--- src/rtl/sd_sched_pkg.sv ---
// Shared types and constants for the SD card read scheduler.
// Status codes mirror the sd_controller idleSD encoding.
package sd_sched_pkg;

  typedef enum logic [1:0] {
    S_IDLE  = 2'd0,
    S_START = 2'd1,
    S_XFER  = 2'd2,
    S_DONE  = 2'd3
  } state_e;

  localparam logic [3:0] SD_STATUS_READY   = 4'h0;
  localparam logic [3:0] SD_STATUS_BUSY_LO = 4'h8;
  localparam logic [3:0] SD_STATUS_BUSY_HI = 4'hB;

  localparam int DEF_WORDS_PER_BLOCK = 128;

  function automatic logic sd_is_busy(input logic [3:0] s);
    return (s >= SD_STATUS_BUSY_LO) && (s <= SD_STATUS_BUSY_HI);
  endfunction

endpackage

--- src/rtl/sd_read_scheduler_rr.sv ---
// Two-way round-robin picker; on a tie the requester that was
// not the last owner wins. Last owner resets to B so A wins first.
module rr_arbiter2 (
  input  logic clk_i,
  input  logic rst_i,
  input  logic req_a_i,
  input  logic req_b_i,
  input  logic upd_i,
  input  logic upd_b_i,
  output logic pick_b_o
);

  logic last_b_q;

  always_ff @(posedge clk_i) begin
    if (rst_i) begin
      last_b_q <= 1'b1;
    end else if (upd_i) begin
      last_b_q <= upd_b_i;
    end
  end

  assign pick_b_o = req_b_i & (~req_a_i | ~last_b_q);

endmodule

--- src/rtl/sd_read_scheduler.sv ---
// Shares one SPI sd_controller between two requesters and
// sequences one complete single-block read per grant.
module sd_read_scheduler
  import sd_sched_pkg::*;
#(
  parameter int          WORDS_PER_BLOCK = DEF_WORDS_PER_BLOCK,
  parameter logic [23:0] TIMEOUT_CYCLES  = 24'd5_000_000
) (
  input  logic        iCLK,
  input  logic        Reset,
  input  logic        iReqA,
  input  logic        iReqB,
  input  logic [31:0] iAddrA,
  input  logic [31:0] iAddrB,
  output logic        oGrantA,
  output logic        oGrantB,
  output logic        oDoneA,
  output logic        oDoneB,
  output logic        oErr,
  output logic        oSDRead,
  output logic [31:0] oSDAddress,
  input  logic [3:0]  iSDStatus,
  input  logic        iWordReady,
  output logic        oBusy
);

  localparam logic [7:0] WPB = 8'(WORDS_PER_BLOCK);

  state_e      state_q;
  logic        own_b_q;
  logic        to_q;
  logic [7:0]  wcnt_q;
  logic [7:0]  wcnt_d;
  logic [23:0] cyc_q;
  logic [23:0] cyc_d;
  logic        tmo;
  logic        pick_b;

  logic        grant_a_q;
  logic        grant_b_q;
  logic        done_a_q;
  logic        done_b_q;
  logic        err_q;
  logic        sd_rd_q;
  logic        busy_q;
  logic [31:0] addr_q;

  rr_arbiter2 u_arb (
    .clk_i    (iCLK),
    .rst_i    (Reset),
    .req_a_i  (iReqA),
    .req_b_i  (iReqB),
    .upd_i    (state_q == S_DONE),
    .upd_b_i  (own_b_q),
    .pick_b_o (pick_b)
  );

  // Word count saturates so trailing pulses cannot wrap it.
  assign wcnt_d = (iWordReady && (wcnt_q < WPB)) ?
                  wcnt_q + 8'd1 : wcnt_q;
  assign cyc_d  = cyc_q + 24'd1;
  assign tmo    = (cyc_d >= TIMEOUT_CYCLES);

  always_ff @(posedge iCLK) begin
    if (Reset) begin
      state_q   <= S_IDLE;
      own_b_q   <= 1'b0;
      to_q      <= 1'b0;
      wcnt_q    <= '0;
      cyc_q     <= '0;
      grant_a_q <= 1'b0;
      grant_b_q <= 1'b0;
      done_a_q  <= 1'b0;
      done_b_q  <= 1'b0;
      err_q     <= 1'b0;
      sd_rd_q   <= 1'b0;
      busy_q    <= 1'b0;
      addr_q    <= '0;
    end else begin
      done_a_q <= 1'b0;
      done_b_q <= 1'b0;
      err_q    <= 1'b0;
      unique case (state_q)
        S_IDLE: begin
          grant_a_q <= 1'b0;
          grant_b_q <= 1'b0;
          busy_q    <= 1'b0;
          sd_rd_q   <= 1'b0;
          if (iReqA || iReqB) begin
            own_b_q <= pick_b;
            addr_q  <= pick_b ? iAddrB : iAddrA;
            wcnt_q  <= '0;
            cyc_q   <= '0;
            to_q    <= 1'b0;
            state_q <= S_START;
          end
        end
        S_START: begin
          grant_a_q <= ~own_b_q;
          grant_b_q <= own_b_q;
          busy_q    <= 1'b1;
          wcnt_q    <= wcnt_d;
          cyc_q     <= cyc_d;
          if (tmo) begin
            sd_rd_q <= 1'b0;
            to_q    <= 1'b1;
            state_q <= S_DONE;
          end else if (sd_rd_q && sd_is_busy(iSDStatus)) begin
            sd_rd_q <= 1'b0;
            state_q <= S_XFER;
          end else begin
            sd_rd_q <= 1'b1;
          end
        end
        S_XFER: begin
          wcnt_q <= wcnt_d;
          cyc_q  <= cyc_d;
          if (wcnt_d == WPB && iSDStatus == SD_STATUS_READY) begin
            state_q <= S_DONE;
          end else if (tmo) begin
            to_q    <= 1'b1;
            state_q <= S_DONE;
          end
        end
        S_DONE: begin
          done_a_q <= ~own_b_q;
          done_b_q <= own_b_q;
          err_q    <= to_q;
          state_q  <= S_IDLE;
        end
        default: state_q <= S_IDLE;
      endcase
    end
  end

  assign oGrantA    = grant_a_q;
  assign oGrantB    = grant_b_q;
  assign oDoneA     = done_a_q;
  assign oDoneB     = done_b_q;
  assign oErr       = err_q;
  assign oSDRead    = sd_rd_q;
  assign oSDAddress = addr_q;
  assign oBusy      = busy_q;

endmodule

--- config.mk ---
export PLATFORM = sky130hd
export DESIGN_NAME = sd_read_scheduler
export DESIGN_NICKNAME = d
export VERILOG_FILES = /design/src/rtl/sd_sched_pkg.sv /design/src/rtl/sd_read_scheduler_rr.sv /design/src/rtl/sd_read_scheduler.sv
export SDC_FILE = /design/constraint.sdc
export NUM_CORES = 1
export LEC_CHECK = 0
export BUFFER_PORTS_ARGS = -buffer_cell sky130_fd_sc_hd__buf_2
export CAP_MARGIN = 20
export CORE_AREA = 2 2 92 94
export CTS_BUF_LIST = sky130_fd_sc_hd__clkbuf_4 sky130_fd_sc_hd__clkbuf_8 sky130_fd_sc_hd__clkbuf_16
export CTS_CLUSTER_SIZE = 25
export DETAILED_ROUTE_END_ITERATION = 10
export DIE_AREA = 0 0 94 96
export GPL_TIMING_DRIVEN = 1
export HOLD_SLACK_MARGIN = 0.15
export PLACE_DENSITY = 0.8
export SLEW_MARGIN = 5
export SYNTH_ARGS = -nofsm -noshare
export SYNTH_HDL_FRONTEND = slang
export SYNTH_SLANG_ARGS = --single-unit
--- constraint.sdc ---
create_clock -name iCLK -period 2.77 [get_ports iCLK]
set_input_delay 0.4155 -clock iCLK [delete_from_list [all_inputs] [get_ports iCLK]]
set_output_delay 0.4155 -clock iCLK [all_outputs]
set_load 0.1 [all_outputs]
* Word level (Yosys, flattened, before mapping)
Index checks and enable logic that the tools add are counted.
** Storage, ports and cells
- Register bits :: 76
- Input port bits :: 73
- Output and inout bits :: 39
** Cells by class
- $add $sub $neg :: 2
- Magnitude comparators :: 4
- Equal/unequal tests :: 8
- Multiplexer cells :: 22
- Bitwise logic cells :: 6
- Reductions and logical operators :: 16
** Operators with widths (count)
- $pmux W24 S2 :: 1
- $mux W32 :: 1
- $add A24 B1 Y24 const B :: 1
- $ge A24 B23 Y1 const B :: 1
- $mux W24 :: 1
- $mux W8 :: 2
- $pmux W8 S2 :: 1
- $mux W2 :: 5
- $add A8 B1 Y8 const B :: 1
- $eq A8 B8 Y1 const B :: 1
- $lt A8 B8 Y1 const B :: 1
- $pmux W1 S2 :: 4
- $pmux W2 S4 :: 1
- $ne A3 B3 Y1 const B :: 2
- $reduce_and A3 Y1 :: 2
- $mux W1 :: 5
- $eq A2 B2 Y1 const B :: 2
- $ge A4 B4 Y1 const B :: 1
- $le A4 B4 Y1 const B :: 1
- $logic_and A1 B1 Y1 :: 4
- $logic_not A4 Y1 :: 1
- $ne A2 B2 Y1 const B :: 2
- $not A1 Y1 :: 4
- $reduce_and A2 Y1 :: 2
- 9 further kinds :: 11

* Longest topological paths before layout
Gate-level depths: netlist (run 1).
- Word-level depth :: 7
- Depth in mapped cells :: 11
- Mapped depth without buffers :: 10

* Modules after synthesis
Synthesis (run 1) repeated with hierarchy kept, for this count alone.
** Second synthesis, totals
- Cell total of the unflattened synthesis :: 502
- Area, all modules :: 4106.4 µm²
** Modules (own cells, without submodules)
- sd_read_scheduler :: times used 1, cells each 498, area each 4063.9 µm², sequential area each 1501.4 µm²
- rr_arbiter2 :: times used 1, cells each 4, area each 42.5 µm², sequential area each 20.0 µm²

* Worst setup path before layout (run 1)
OpenSTA, ideal clock, no wires.
- Path kind :: register to register
- Start point :: reg cyc_q[0]
- End point :: reg state_q[0]
- Arrival time :: 2.351 ns
- Data required time :: 2.632 ns
- Slack :: 0.281 ns
- Stages on the path, launching flop included :: 12
- Buffers on the path :: 1
- Cells stage by stage :: dfxtp_1 ha_1 and3_1 buf_2 a41o_1 a311o_1 a22oi_1 a41oi_1 o21ai_1 a22oi_4 nor4b_1 a2111oi_2
** Between the ends
- Cells in the longest elaborated chain, start to end :: 4
** RTL lines
- start: declaration :: line sd_read_scheduler.sv:34 : logic [23:0] cyc_q;
- start signal: assignment :: line sd_read_scheduler.sv:103 : cyc_q <= cyc_d;
- start signal: assignment :: line sd_read_scheduler.sv:117 : cyc_q <= cyc_d;
- $add A24 B1 Y24 * :: line sd_read_scheduler.sv:61 : assign cyc_d = cyc_q + 24'd1;
- $ge A24 B23 Y1 * :: line sd_read_scheduler.sv:62 : assign tmo = (cyc_d >= TIMEOUT_CYCLES);
- $mux W2 / $ne A3 B3 Y1 (equally long branches)
- $pmux W2 S4 / $reduce_and A3 Y1 (equally long branches)
- end signal: assignment :: line sd_read_scheduler.sv:66 : state_q <= S_IDLE;
- end signal: assignment :: line sd_read_scheduler.sv:107 : state_q <= S_DONE;
- end signal: assignment :: line sd_read_scheduler.sv:110 : state_q <= S_XFER;
- end: declaration :: line sd_read_scheduler.sv:29 : state_e state_q;
Mark *: on every way between the ends. The rest lies on a longest branch, timed or not.
A chain may end at the register's enable or synchronous reset.

* Final worst setup path (run 1)
- Start point :: reg cyc_q[1]
- End point :: reg state_q[0]
The elaborated chain is that of the path after synthesis.

==> flow_summary.ini, run 1 <==
[synthesis]
synthTopCellsByArea = dfxtp_1 (36%), mux2i_1 (8.6%), nor2_1 (7.4%), a211oi_1 (6.1%), nand2_1 (3.9%)
synthesis.nets = 599
yosysTopAreaCell = dfxtp_1
synthArstFlopShare_pct = 0
synthCells = 519
synth_cell_types = 63
synth_edf_count = 0
syn_area_sq_um = 4200
yosysWarnings = 0
ys_ff_latch = 76
synth_top_area_share_pct = 36.3
ys_seq_area_share_pct = 36.3
synth_flop_cell = dfxtp_1
avgSynthCellArea_sq_um = 8.08

[place]
dp_hpwl_um = 7740
numPortBuffers = 111
gp_congestion = 0.914
place_inst = 714

[grt]
grt_pass1_wl_um = 17200
busiest_layer = met2
met1_usage_pct = 30.1
antenna_found_initial = 0
grt_start_max_net_pins = 66
overflow = 0
grt_pass1_vias = 3732
use_met2_pct = 39.8
track_usage_pct = 23.8
grtUsageMet3_pct = 4.78

[setup_path]
worstPathMaxFanout = 9
critPathMaxStageDelay_ns = 0.35
crit_type = reg2reg
cp.depth = 10
cp_top_family = compound AO/OA/AOI/OAI gates
worst-path-buf-inv = 0
required_ns = 3.02
setup.worst_path.start_class = flop
crit_path_top_delay_cell = dfxtp_1
endpoint_kind = flop
arrival_ns = 2.86
crit_chain = ha_2 -> and3_4 -> and3_1 -> o2111ai_1 -> o311a_1 -> o41ai_2 -> o21ai_1 -> a22oi_4 -> o21ai_2 -> a2111oi_2
ff2ff_path_depth = 10

[routing]
ant_nets = 0
via_count = 4087
wl_per_cell_um = 14.5
drtPass1Iterations = 4
drt_iter0_drc = 239
viasPerCell = 5.61
drc = 0
drt-total-wl_um = 10500

[cts]
clock_latency_ns = 0.35
h-tree-depth = 3
cts_made_buffers = 9
cts_root_buf = clkbuf_8
path_clk_slew_ns = 0.08
cts_num_sinks = 76
cts_hold_buf = 0
clock_path_buffers = 2
cts_tree = done

[run_status]
outcome = complete, no violations

[run]
drv_cap = 0

[floorplanning]
num_rows = 33
start_util_pct = 52.1
ioPinCount = 112
chipWidth_um = 94
die_h_um = 96
die-area_sq_um = 9020
coreArea_sq_um = 8050

[layout]
final_cell_count_no_fill = 729
fillers = 689
syn_to_final_growth_pct = 23.0
nNetsFinal = 701
fin_util_pct = 64.1
antenna_cells = 0
drive_gt1_share_pct = 28.0

[timing]
finalHoldViolCount = 0
setup_tns_ns = 0
slew_headroom_pct = 56.5
setup_violations = 0
rsz0062_at_grt = false
period_needed_ns = 2.61
finClkSkew_ns = 0.00845
worstMarginPinSlew_ns = 0.653
slew_viol_final = 0
holdWs_ns = 0.389
max_freq_mhz = 383
period_share_pct = 94.2

[hold_path]
hold_path_class = in2reg
whs_path_depth = 3

[power_and_ir_drop]
pwr_density_cell_nw_per_um2 = 951
p_leak_nw = 2.19
ir_drop_uv = 1150
## placed cells by master, fill, tap and decap left out, drive strengths merged, types with 20 or more instances in the layout
cell | synthesis | layout
nor2 | 85 | 85
nand3 | 22 | 22
a211oi | 34 | 34
nand2 | 44 | 44
buf | 11 | 132
a22oi | 20 | 20
mux2i | 36 | 36
dfxtp | 76 | 76
nor3 | 22 | 22
a21oi | 21 | 21
## repair_timing
action                                  in CTS  in global routing
endpoints found under the setup margin       0                  4
resized for setup                            0                 14
hold endpoints to repair                     0                  0
buffers inserted                             0                  1
## power by group
part / leakage (nW) / switching (mW) / internal, mW / total (mW)
logic: 1.46 / 2.05 / 0.509 / 2.56
clock network: 0.102 / 0.412 / 0.509 / 0.921
registers: 0.624 / 0.121 / 1.30 / 1.43
total: 2.19 / 2.58 / 2.32 / 4.91
## sequential cells by signal, indices dropped and copies added, names as in the netlist
| register | cells |
|---|---|
| oSDAddress | 32 |
| cyc_q | 24 |
| wcnt_q | 8 |
| state_q | 2 |
| oBusy | 1 |
| oDoneA | 1 |
| oDoneB | 1 |
| oErr | 1 |
| oGrantA | 1 |
| oGrantB | 1 |
| oSDRead | 1 |
| own_b_q | 1 |
| to_q | 1 |
| u_arb.last_b_q | 1 |
## final cells by class
type / count / area [sq um] / area share [%]
flip-flops and latches: 76 / 1530 / 29.6
clock inverters: 4 / 76.3 / 1.48
inverters: 12 / 45.0 / 0.873
repair buffers: 132 / 726 / 14.1
well taps: 105 / 131 / 2.55
multi-input cells: 390 / 2520 / 48.9
clock buffers: 10 / 131 / 2.55
## per-stage QoR
stage,instance area [sq um],power (mW),worst slack (ns)
after global routing,5160,5.13,0.00697
after detailed placement,4900,4.00,0.0223
after global placement,4900,3.96,0.170
after floorplan,4200,3.50,0.281
final,5160,4.91,0.161
after CTS,5110,4.91,0.00460
## cells in the mapped netlist (5+ instances only)
cell and instances:
inv_1 12, dfxtp_1 76, nand2_1 44, nand4_1 5, a21oi_1 21, o211ai_1 5
a22oi_1 19, nor2_1 83, nand3_1 19, ha_1 7, clkbuf_1 29, and3_1 9
nor3_1 19, mux2i_1 36, a211oi_1 34, o21ai_0 12, buf_2 7
## worst register-to-register path, delay by kind of cell, from the launching register on
family,cells,cell delay [ns]
AO/OA/AOI/OAI,7,1.46
adder cells (fa/ha/maj),1,0.21
flip-flops,1,0.35
AND/OR/NAND/NOR,2,0.50
## metal layers
| layer | share of wire (%) | up-vias |
|---|---|---|
| met5 | 0 | - |
| met3 | 6.4 | 15 |
| li1 | - | 2072 |
| met4 | 2.1 | 0 |
| met2 | 47 | 151 |
| met1 | 44 | 1849 |
## logic make-up after synthesis
kind of cell / count (synthesis) / share of synthesized area (%)
xor gates and xnor gates: 8 / 1.67
DFF: 76 / 36.3
adders and majority gates: 7 / 2.09
buffers and inverters: 53 / 4.98
muxes: 38 / 9.13
and+or+nand+nor: 213 / 24.4
AOI/OAI and AO/OA: 124 / 21.4
## path summary, 6_finish.rpt
check,endpoint,slack [ns],startpoint
worst min-delay path,oSDAddress[7],0.39,iAddrA[7]
worst max-delay path,state_q[0],0.16,cyc_q[1]
worst max register to register,state_q[0],0.16,cyc_q[1]
worst min register to register,oDoneA,0.47,own_b_q
No activity file was read; power rests on OpenSTA's default activity.
==> run 2, diff against run 1 <==
--- a/config.mk
+++ b/config.mk
@@ -17,2 +17,3 @@
 export PLACE_DENSITY = 0.8
+export REMOVE_ABC_BUFFERS = 1
 export SLEW_MARGIN = 5
==> constraint.sdc (replaced) <==
create_clock -name iCLK -period 2.77 [get_ports iCLK]
set_input_delay 0.1385 -clock iCLK [delete_from_list [all_inputs] [get_ports iCLK]]
set_output_delay 0.1385 -clock iCLK [all_outputs]
set_load 0.1 [all_outputs]
==> run 2 against run 1 <==
  * Non-clock buffer count is 46 higher
  * Final cell count rose by 6.7%
  * Largest power group unchanged
  * Total power increased by 3.0%
  * Global-route usage is 6.3 points higher
  * Via count is 14% higher
  * Clock-buffer cell count stayed put
  * First-iteration DRC count up 19%
  * Fmax decreased by 1.3%
  * Clock skew is 0.0014 ns higher
==> flow_summary.ini, run 2 (synthesized netlist as in run 1, its figures left out) <==
[run_status]
outcome = complete, no violations

[place]
dp_slack_ns = 0.0837
gp_congestion = 0.909
place_area_sq_um = 4880
numPortBuffers = 111
dp_hpwl_um = 7680

[timing]
period_share_pct = 95.5
rsz0062_at_grt = true
max_freq_mhz = 378
slew_viol_final = 0
period_needed_ns = 2.64
finClkSkew_ns = 0.00984
finalHoldViolCount = 0
setup_ws_ns = 0.126
setup_violations = 0
slew_headroom_pct = 62.5
holdWs_ns = 0.178
worstMarginPinSlew_ns = 0.563

[routing]
wl_per_cell_um = 17.4
drc = 0
drt-total-wl_um = 13500
drtPass1Iterations = 5
viasPerCell = 5.99
via_count = 4660
ant_nets = 0
drt_iter0_drc = 284

[power_and_ir_drop]
power_frac_seq_pct = 28.9
p_comb_share_pct = 54.1
ir_drop_uv = 852
pwr_density_cell_nw_per_um2 = 903
p_clk_share_pct = 17.0
p_sw_mw = 2.75
switching_share_pct = 54.4
p_int_mw = 2.30
p_leak_nw = 2.37

[setup_path]
crit_path_top_delay_cell = dfxtp_1
critPathMaxStageDelay_ns = 0.46
worst-path-buf-inv = 0
rr_endpoint = state_q[0]
ff2ff_path_depth = 9
crit_chain = nand4_2 -> nor3_2 -> a311o_1 -> a22oi_1 -> a41oi_1 -> o21ai_2 -> a22oi_4 -> nor4b_1 -> a2111oi_2
worstPathMaxFanout = 7
arrival_ns = 2.89
cp_top_family = compound AO/OA/AOI/OAI gates
cp.depth = 9
crit_end = state_q[0]
endpoint_kind = flop
r2r_start = cyc_q[3]
required_ns = 3.02
startpoint = cyc_q[3]
reg2reg_setup_slack_ns = 0.13
setup.worst_path.start_class = flop
crit_type = reg2reg

[run]
drv_cap = 0

[floorplanning]
start_util_pct = 52.1
coreArea_sq_um = 8050
num_rows = 33
ioPinCount = 112
die-area_sq_um = 9020
chipWidth_um = 94
die_h_um = 96

[cts]
path_clk_slew_ns = 0.08
cts_made_buffers = 9
cts_num_sinks = 76
h-tree-depth = 3
cts_root_buf = clkbuf_8
cts_post_setup_buffers_inserted = 0
clock_path_buffers = 2
clock_latency_ns = 0.36
cts_tree = done

[grt]
track_usage_pct = 30.1
grt_pass1_vias = 4562
overflow = 0
antenna_found_initial = 0
grt_pass1_wl_um = 21400
grt_start_max_net_pins = 49

[layout]
largest_reg_flops = 32
stdcell_area_sq_um = 5600
fin_util_pct = 69.5
drive_gt1_share_pct = 25.3
layout_commonest_cell = buf_2
nNetsFinal = 747
syn_to_final_growth_pct = 33.4
mostFrequentLayoutCells = buf_2 (111), nor2_1 (82), dfxtp_1 (76)

[hold_path]
hold_path_class = in2reg
## run 2: stage by stage
| stage | std cells | power (mW) | setup TNS (ns) |
|---|---|---|---|
| final | 778 | 5.05 | 0 |
| after global routing | 777 | 5.23 | -0.0491 |
| after CTS | 777 | 4.92 | 0 |
| after detailed placement | 712 | 4.00 | 0 |
| after global placement | 712 | 3.97 | 0 |
| after floorplan | 478 | 3.48 | -53.70 |
## run 2: routing by layer
| metal | global-route usage (%) | vias to the layer above | wire length, um |
|---|---|---|---|
| met1 | 35.1 | 2171 | 5330 |
| met3 | 7.44 | 58 | 1040 |
| li1 | - | 2164 | - |
| met4 | 15.0 | 0 | 571 |
| met5 | 0 | - | 0 |
| met2 | 51.5 | 267 | 6560 |
## run 2: final cells by class
cell class / count / area (sq um)
Multi-Input combinational cell: 390 / 2510
Fill cell: 570 / 2460
Sequential cell: 76 / 1520
Timing Repair Buffer: 178 / 1190
Clock buffer: 10 / 131
Tap cell: 105 / 131
Clock inverter: 6 / 62.6
Inverter: 12 / 45.0
Antenna cell: 1 / 2.50
## run 2: worst min path at each step
stage                from              to  slack, ns  cells past startpoint
2_1_floorplan       Reset      state_q[0]       0.21                      1
3_3_place_gp      own_b_q          oDoneA       0.45                      1
3_5_place_dp      own_b_q          oDoneA       0.46                      1
4_1_cts        iAddrB[29]  oSDAddress[29]       0.16                      3
5_1_grt         iAddrB[5]   oSDAddress[5]       0.20                      3
6_report       iAddrB[23]  oSDAddress[23]       0.18                      3
## run 2: timing repair
item                                   4_1_cts  5_1_grt
setup endpoints to repair                    0        3
hold buffers                                49        0
endpoints found under the hold margin       26        0
gates resized for setup                      0        9
## run 2: power by group through the flow
stage	clock, mW	combinational, mW	sequential (mW)
after floorplan	0	0.705	2.77
after global placement	0	2.52	1.44
after detailed placement	0	2.55	1.45
after CTS	0.860	2.63	1.43
after global routing	0.908	2.85	1.47
final	0.857	2.73	1.46
## run 2: worst min-delay path: stages
cell	delay, ns
buf_2	0.10
mux2i_1	0.16
a211oi_1	0.09
